[src/rtl/dir_controller.sv]
// dir_controller -- direction controller for a grid-walking sprite.
//
// Buttons are synchronised and edge detected; a new press is buffered as a
// request that is served on a later move_tick when its neighbour cell is not
// a wall. The buffered request expires after REQ_HOLD unserved move_ticks.
// The sprite stops when the cell ahead in the current direction is a wall.
//
// Optional feature macro: REVERSE_INSTANT_EN -- a request opposite to the
// current direction of travel is applied on the next clock, without waiting
// for move_tick and without a wall check.
//
// Ports:
//   clk          sole clock, rising edge
//   reset        asynchronous active-high reset
//   key[3:0]     raw buttons: [0] right, [1] up, [2] left, [3] down
//   move_tick    one-cycle pulse marking a movement step
//   x_in, y_in   current sprite column / row
//   req_px/py    neighbour cell of the buffered request (combinational)
//   req_wall     wall flag for req_px/req_py
//   cur_px/py    neighbour cell of the current direction (combinational)
//   cur_wall     wall flag for cur_px/cur_py
//   dir_out      registered direction: 0 right, 1 up, 2 left, 3 down, 4 wait
//   req_pending  registered: a buffered request is held
module dir_controller #(
    parameter int REQ_HOLD = 8,
    parameter int MAX_X    = 26,
    parameter int MAX_Y    = 23
) (
    input  logic       clk,
    input  logic       reset,
    input  logic [3:0] key,
    input  logic       move_tick,
    input  logic [7:0] x_in,
    input  logic [6:0] y_in,
    output logic [7:0] req_px,
    output logic [6:0] req_py,
    input  logic       req_wall,
    output logic [7:0] cur_px,
    output logic [6:0] cur_py,
    input  logic       cur_wall,
    output logic [2:0] dir_out,
    output logic       req_pending
);

    localparam int          HW      = (REQ_HOLD < 2) ? 1 : $clog2(REQ_HOLD + 1);
    localparam logic [7:0]  MAX_X_C = 8'(MAX_X);
    localparam logic [6:0]  MAX_Y_C = 7'(MAX_Y);
    localparam logic [2:0]  DIR_WAIT = 3'd4;

    typedef enum logic {STOPPED = 1'b0, MOVING = 1'b1} state_t;

    logic [3:0]    key_s1_q, key_s2_q, key_prev_q;
    logic [1:0]    settle_q;
    state_t        state_q, state_d;
    logic [2:0]    dir_q, dir_d;
    logic [1:0]    req_dir_q, req_dir_d;
    logic          pend_q, pend_d;
    logic [HW-1:0] hold_q, hold_d;

    logic [3:0]    rise_s;
    logic          press_s;
    logic [1:0]    press_dir_s;
    logic          same_s, rev_s, stop_s;

    // Neighbour cell in direction d with wrap-around; wait leaves the cell unchanged.
    function automatic logic [14:0] neighbour(input logic [2:0] d,
                                              input logic [7:0] x,
                                              input logic [6:0] y);
        logic [7:0] nx;
        logic [6:0] ny;
        nx = x;
        ny = y;
        case (d)
            3'd0:    nx = (x == MAX_X_C) ? 8'd0 : x + 8'd1;
            3'd1:    ny = (y == 7'd0) ? MAX_Y_C : y - 7'd1;
            3'd2:    nx = (x == 8'd0) ? MAX_X_C : x - 8'd1;
            3'd3:    ny = (y == MAX_Y_C) ? 7'd0 : y + 7'd1;
            default: begin
                nx = x;
                ny = y;
            end
        endcase
        return {nx, ny};
    endfunction

    // Key synchroniser, edge-detect history and post-reset settle counter.
    always_ff @(posedge clk or posedge reset) begin
        if (reset) begin
            key_s1_q   <= 4'd0;
            key_s2_q   <= 4'd0;
            key_prev_q <= 4'd0;
            settle_q   <= 2'd0;
        end else begin
            key_s1_q   <= key;
            key_s2_q   <= key_s1_q;
            key_prev_q <= key_s2_q;
            if (settle_q != 2'd3) begin
                settle_q <= settle_q + 2'd1;
            end
        end
    end

    // Edges are masked until the history holds genuine samples, so keys held
    // through reset release never look like new presses.
    assign rise_s = key_s2_q & ~key_prev_q & {4{settle_q == 2'd3}};

    // Priority encode simultaneous presses: right > up > left > down.
    always_comb begin
        press_s     = 1'b1;
        press_dir_s = 2'd0;
        if (rise_s[0]) begin
            press_dir_s = 2'd0;
        end else if (rise_s[1]) begin
            press_dir_s = 2'd1;
        end else if (rise_s[2]) begin
            press_dir_s = 2'd2;
        end else if (rise_s[3]) begin
            press_dir_s = 2'd3;
        end else begin
            press_s = 1'b0;
        end
    end

    assign same_s = pend_q && (state_q == MOVING) && (req_dir_q == dir_q[1:0]);
`ifdef REVERSE_INSTANT_EN
    // Opposite directions differ only in bit 1 of the direction code.
    assign rev_s  = pend_q && (state_q == MOVING) &&
                    (req_dir_q == {~dir_q[1], dir_q[0]});
`else
    assign rev_s  = 1'b0;
`endif
    assign stop_s = move_tick && (state_q == MOVING) && cur_wall;

    // Next-state logic for direction, movement state and the request buffer.
    always_comb begin
        state_d   = state_q;
        dir_d     = dir_q;
        req_dir_d = req_dir_q;
        pend_d    = pend_q;
        hold_d    = hold_q;
        if (press_s) begin
            // A fresh press replaces the buffer; it is not evaluated until the next tick.
            req_dir_d = press_dir_s;
            pend_d    = 1'b1;
            hold_d    = HW'(REQ_HOLD);
            if (stop_s) begin
                dir_d   = DIR_WAIT;
                state_d = STOPPED;
            end else begin
                dir_d   = dir_q;
            end
        end else if (same_s) begin
            pend_d = 1'b0;
            if (stop_s) begin
                dir_d   = DIR_WAIT;
                state_d = STOPPED;
            end else begin
                dir_d   = dir_q;
            end
        end else if (rev_s) begin
            dir_d   = {1'b0, req_dir_q};
            pend_d  = 1'b0;
            state_d = MOVING;
        end else if (move_tick) begin
            if (pend_q && !req_wall) begin
                dir_d   = {1'b0, req_dir_q};
                pend_d  = 1'b0;
                state_d = MOVING;
            end else begin
                if (stop_s) begin
                    dir_d   = DIR_WAIT;
                    state_d = STOPPED;
                end else begin
                    dir_d   = dir_q;
                end
                if (pend_q && (hold_q == HW'(1))) begin
                    pend_d = 1'b0;
                    hold_d = HW'(0);
                end else if (pend_q) begin
                    hold_d = hold_q - HW'(1);
                end else begin
                    hold_d = hold_q;
                end
            end
        end else begin
            dir_d = dir_q;
        end
    end

    // Controller state registers.
    always_ff @(posedge clk or posedge reset) begin
        if (reset) begin
            state_q   <= STOPPED;
            dir_q     <= DIR_WAIT;
            req_dir_q <= 2'd0;
            pend_q    <= 1'b0;
            hold_q    <= HW'(0);
        end else begin
            state_q   <= state_d;
            dir_q     <= dir_d;
            req_dir_q <= req_dir_d;
            pend_q    <= pend_d;
            hold_q    <= hold_d;
        end
    end

    // Neighbour cells presented to the map for wall lookup.
    always_comb begin
        {cur_px, cur_py} = neighbour(dir_q, x_in, y_in);
        if (pend_q) begin
            {req_px, req_py} = neighbour({1'b0, req_dir_q}, x_in, y_in);
        end else begin
            {req_px, req_py} = {x_in, y_in};
        end
    end

    assign dir_out     = dir_q;
    assign req_pending = pend_q;

endmodule
[config.mk]
export PLATFORM = sky130hd
export DESIGN_NAME = dir_controller
export DESIGN_NICKNAME = d
export VERILOG_FILES = /design/src/rtl/dir_controller.sv
export SDC_FILE = /design/constraint.sdc
export NUM_CORES = 1
export LEC_CHECK = 0
export BUFFER_PORTS_ARGS = -buffer_cell sky130_fd_sc_hd__buf_2
export CELL_PAD_IN_SITES_DETAIL_PLACEMENT = 0
export CELL_PAD_IN_SITES_GLOBAL_PLACEMENT = 1
export CORE_MARGIN = 2
export CORE_UTILIZATION = 43
export CTS_BUF_LIST = sky130_fd_sc_hd__clkbuf_2 sky130_fd_sc_hd__clkbuf_4 sky130_fd_sc_hd__clkbuf_8
export DETAILED_ROUTE_END_ITERATION = 8
export GPL_ROUTABILITY_DRIVEN = 1
export MAX_ROUTING_LAYER = met4
export PLACE_DENSITY_LB_ADDON = 0.25
export SLEW_MARGIN = 20
export SYNTH_ARGS = -nofsm -noshare
export SYNTH_HDL_FRONTEND = slang
export SYNTH_SLANG_ARGS = --single-unit
[constraint.sdc]
create_clock -name clk -period 3.24 [get_ports clk]
set_clock_uncertainty 0.15 [all_clocks]
set_input_delay 0.324 -clock clk [delete_from_list [all_inputs] [get_ports clk]]
set_output_delay 0.324 -clock clk [all_outputs]
set_load 0.005 [all_outputs]
# Yosys cells after proc, flatten, opt, wreduce, memory -nomap -nowiden
# Index checks and enable logic that the tools add are counted.
[op_classes]
add_sub_neg = 6
mul = 0
n_div = 0
order_cmp = 0
n_eq_ne = 14
n_shift = 0
n_mux = 39
bitwise = 3
reduce_logical = 17
[ops]
columns = ["cell", "n"]
rows = [
  ["one-hot mux 8 bit (2 select lines)", 2],
  ["one-hot mux 7 bit (2 select lines)", 2],
  ["two-way mux 4 bit", 6],
  ["two-way mux 8 bit", 3],
  ["two-way mux 7 bit", 3],
  ["two-way mux 3 bit", 5],
  ["two-way mux 1 bit", 14],
  ["adder 8 x 1 -> 8 bit, second input constant", 1],
  ["AND 4 bit", 2],
  ["equality test 8 x 5 -> 1 bit, second input constant", 1],
  ["zero test 8 bit", 1],
  ["two-way mux 2 bit", 4],
  ["subtractor 8 x 1 -> 8 bit, second input constant", 1],
  ["adder 7 x 1 -> 7 bit, second input constant", 1],
  ["equality test 7 x 5 -> 1 bit, second input constant", 1],
  ["zero test 7 bit", 1],
  ["subtractor 7 x 1 -> 7 bit, second input constant", 1],
  ["equality test 2 bit, second input constant", 3],
  ["equality test 3 x 2 -> 1 bit, second input constant", 2],
  ["logical AND 1 bit", 6],
  ["inequality test 2 bit, second input constant", 3],
  ["nonzero test 3 bit", 2],
  ["equality test 4 x 1 -> 1 bit, second input constant", 1],
  ["NOT 4 bit", 1],
  ["other kinds (12)", 12],
]
[totals]
ff_bits = 25
latch_bits = 0
mem_bits_rw = 0
mem_bits_ro = 0
wordCells = 88
memories = 0

# Logic depth before layout (Yosys ltp)
[logic_depth]
word_depth = 9
ltp_mapped = 7

# Worst setup path before layout
# OpenSTA, ideal clock, no wires.
[synth_path]
path_type = "input -> output"
start = "in x_in[0]"
end = "out cur_px[6]"
t_arrival_ns = 1.658
required_ns = 2.766
path_slack_ns = 1.108
cell_stages = 6
path_cell_list = "inv_1 > ha_1 > or3b_1 > o31ai_2 > o21ai_0 > a221o_1"
[synth_via]
elab_chain_cells = 3
elab_cells_between_ends = 7
cone_classes = "add/sub: 2; eq/ne: 1; mux: 3; reduce/logical: 1"
[synth_rtl]
columns = ["item", "line_no", "text"]
rows = [
  ["start: declaration", "33", "input logic [7:0] x_in,"],
  ["subtractor 8 x 1 -> 8 bit, or another cell as far along", "76", "3'd2: nx = (x == 8'd0) ? MAX_X_C : x - 8'd1;"],
  ["two-way mux 8 bit, on equally long branches", "76, 74", ""],
  ["one-hot mux 8 bit (2 select lines) *", "73", "case (d)"],
  ["end: declaration", "38", "output logic [7:0] cur_px,"],
]
# Mark *: on every way between the ends. The rest lies on a longest branch, timed or not.

# Worst setup path after layout
# Ends and elaborated chain as after synthesis.

==> reports/results.ini <==
[run_status]
status=complete, no violations

[logic_synthesis]
avgSynthCellArea_sq_um=7.70
ys_seq_area_frac=0.261
synth_nets=346
synthMuxAreaShare=0.0453
synth_area_sq_um=2400
async_flop_share=1.00
synth_seq_cells=25
synth_compound_area_frac=0.260
synth-xor-area-share=0.0583
yosysWarnings=0
yosys.area_share.simple=0.259
syn_inst=312
synth_edf_count=0
synth_ff_type=dfrtp_1
synth_cell_types=58
synthAdderAreaFrac=0.0521
synth_top_family_by_area=compound AO/OA/AOI/OAI gates

[clocking]
cts_tree=done
clock_path_buffers=2
ctsResizeCount=0
clk_latency_ns=0.27
ctsHtreeMaxLevel=1
cts_made_buffers=3
cts_root_buffer=clkbuf_8
cts_sinks=25
clkTransAtPathRegs_ns=0.09

[drt]
drtAntennaViolNets=0
routed_wl_um=6270
first_iter_violations=167
post_drt_wl_per_cell_um=14.5
dr.pass1.iters=4
routed_via_density=5.61
vias=2430
drcViolationCount=0

[cells_and_area]
drive_gt1_frac=0.224
final_util=0.513
antennaDiodeCount=0
nets=396
final_cell_mix=57 x buf_2, 32 x nand2_1, 29 x nor2_1
instances_no_fill=433
syn_to_final_growth_pct=16.2
layout_commonest_cell=buf_2

[power_and_ir_drop]
clockPowerShare=0.158
p_int_mw=0.711
p_comb_frac=0.514
p_leak_nw=1.22
total_power_mw=1.23
ir_drop_mv=0.357
swShare=0.423
cellPowerDensity_nw_per_um2=441
seq_power_share=0.328
p_sw_mw=0.520

[worst_setup_path]
cpMostUsedCell=buf_2
crit_fanout=8
end_kind=primary output
rrSetupSlack_ns=1.34
path_class=input port to primary output
crit_path_max_incr_delay_ns=0.41
cpMaxStageDelayCell=or3b_1
crit_arrival_ns=2.06
crit_required_ns=2.77
crit_chain=buf_2 > inv_1 > ha_1 > or3b_1 > o31ai_2 > o21ai_0 > a221o_1 > buf_2
startpoint_type=input port

[timing]
finalCritPeriodShare=0.782
maxSlewViolCount=0
worstMarginPinSlew_ns=0.900
maxSlewHeadroom=0.400
final.min_clock_period_ns=2.53
finalSetupTns_ns=0
fmax_mhz=395
rsz0062_at_grt=false
setup_viol=0
hold_viol_final=0

[grt]
busiest_layer=met2
met1_usage=0.289
grt_start_max_net_pins=26
gr-total-overflow=0
use_met3=0.0114
antenna_found_initial=0
grtUsageMet2=0.353
grt_pass1_wl_um=10400
grt_pass1_vias=2233
grt_use_total=0.213

[die]
io_pins=58
dieHeight_um=78.8
start_util=0.442
rows=27
core_sq_um=5440
fp.dieArea_sq_um=6200
die_x_um=78.8

[worst_hold_path]
hold_class=input port to asynchronous set/reset pin

[placement]
hpwl_um=4600
gp_congestion=0.861
io_buffers=57
dp_cells=425

[job]
drv_cap=0

## worst max-delay path, delay by kind of cell
kind	cells	cell delay [ns]
simple gates	1	0.41
buf+inv	3	0.40
fa+ha+maj	1	0.29
compound gates	3	0.63
## synth_stat cells (3+ instances only)
master | instances | share of area
nand2_1 | 32 | 0.050
nor2_1 | 29 | 0.045
o21ai_0 | 26 | 0.054
dfrtp_1 | 24 | 0.25
a21oi_1 | 19 | 0.040
inv_1 | 17 | 0.027
nand3_1 | 15 | 0.031
nor3_1 | 12 | 0.025
ha_1 | 10 | 0.052
xnor2_1 | 10 | 0.036
clkbuf_1 | 8 | 0.012
buf_2 | 7 | 0.015
mux2_2 | 6 | 0.028
nand2b_1 | 6 | 0.016
xor2_1 | 6 | 0.022
a21o_1 | 5 | 0.016
a22o_1 | 4 | 0.015
and2_1 | 4 | 0.010
nor3b_1 | 4 | 0.012
o32ai_1 | 4 | 0.015
a32oi_1 | 3 | 0.011
and3_1 | 3 | 0.0078
mux2i_1 | 3 | 0.012
nor2b_1 | 3 | 0.0078
nor4_1 | 3 | 0.0078
o21ai_1 | 3 | 0.0062
o31ai_1 | 3 | 0.0094
## cell type report
cell class                      count  area [sq um]
Clock inverter                      1          8.76
Multi-Input combinational cell    252          1620
Fill cell                         561          2650
Clock buffer                        3          41.3
Sequential cell                    25           627
Timing Repair Buffer               63           340
Tap cell                           72          90.1
Inverter                           17          63.8
## cells by family after synthesis
| kind of cell | after synthesis |
|---|---|
| fa+ha+maj | 10 |
| buf+inv | 35 |
| mux | 10 |
| simple gates | 124 |
| flops | 25 |
| compound gates | 92 |
| xor+xnor | 16 |
## power by group through the flow
| stage | combinational (mW) | clock [mW] | sequential [mW] |
|---|---|---|---|
| after detailed placement | 0.626 | 0 | 0.412 |
| after floorplan | 0.433 | 0 | 0.379 |
| after CTS | 0.633 | 0.200 | 0.406 |
| final | 0.632 | 0.194 | 0.404 |
| after global placement | 0.626 | 0 | 0.411 |
| after global routing | 0.706 | 0.211 | 0.413 |
## path summary, 6_finish.rpt
| path | start | end | depth (start not counted) |
|---|---|---|---|
| max reg2reg | settle_q[0] | dir_out[0] | 6 |
| max in group asynchronous | reset | settle_q[0] | 2 |
| min reg2reg | key_s1_q[0] | key_s2_q[0] | 0 |
| min | reset | hold_q[1] | 2 |
| max | x_in[0] | cur_px[6] | 8 |
| min in group clk | cur_wall | state_q | 3 |
## flip-flops by register name, indices dropped and copies added, names as in the netlist
name and count:
req_pending 1, hold_q 4, settle_q 2, dir_out 3, key_s1_q 4, key_prev_q 4
req_dir_q 2, state_q 1, key_s2_q 4
## layer usage
metal	wire, um	vias up	part of all wire
li1	-	1225	-
met1	3040	1136	0.48
met2	2940	64	0.47
met3	238	5	0.038
met4	56	0	0.0089
met5	0	-	0
## metrics by stage
stage,hold WS (ns),setup WS (ns),instance area [sq um]
finish,0.0804,0.708,2790
global route,0.195,0.557,2790
CTS,0.109,0.707,2790
detailed placement,0.189,0.714,2700
global placement,0.183,0.740,2700
floorplan,0.181,1.11,2400
## timing repair
action	in CTS	in global routing
buffers inserted	0	0
hold endpoints to repair	4	0
hold buffers	4	0
Power figures use the tool's default switching activity.
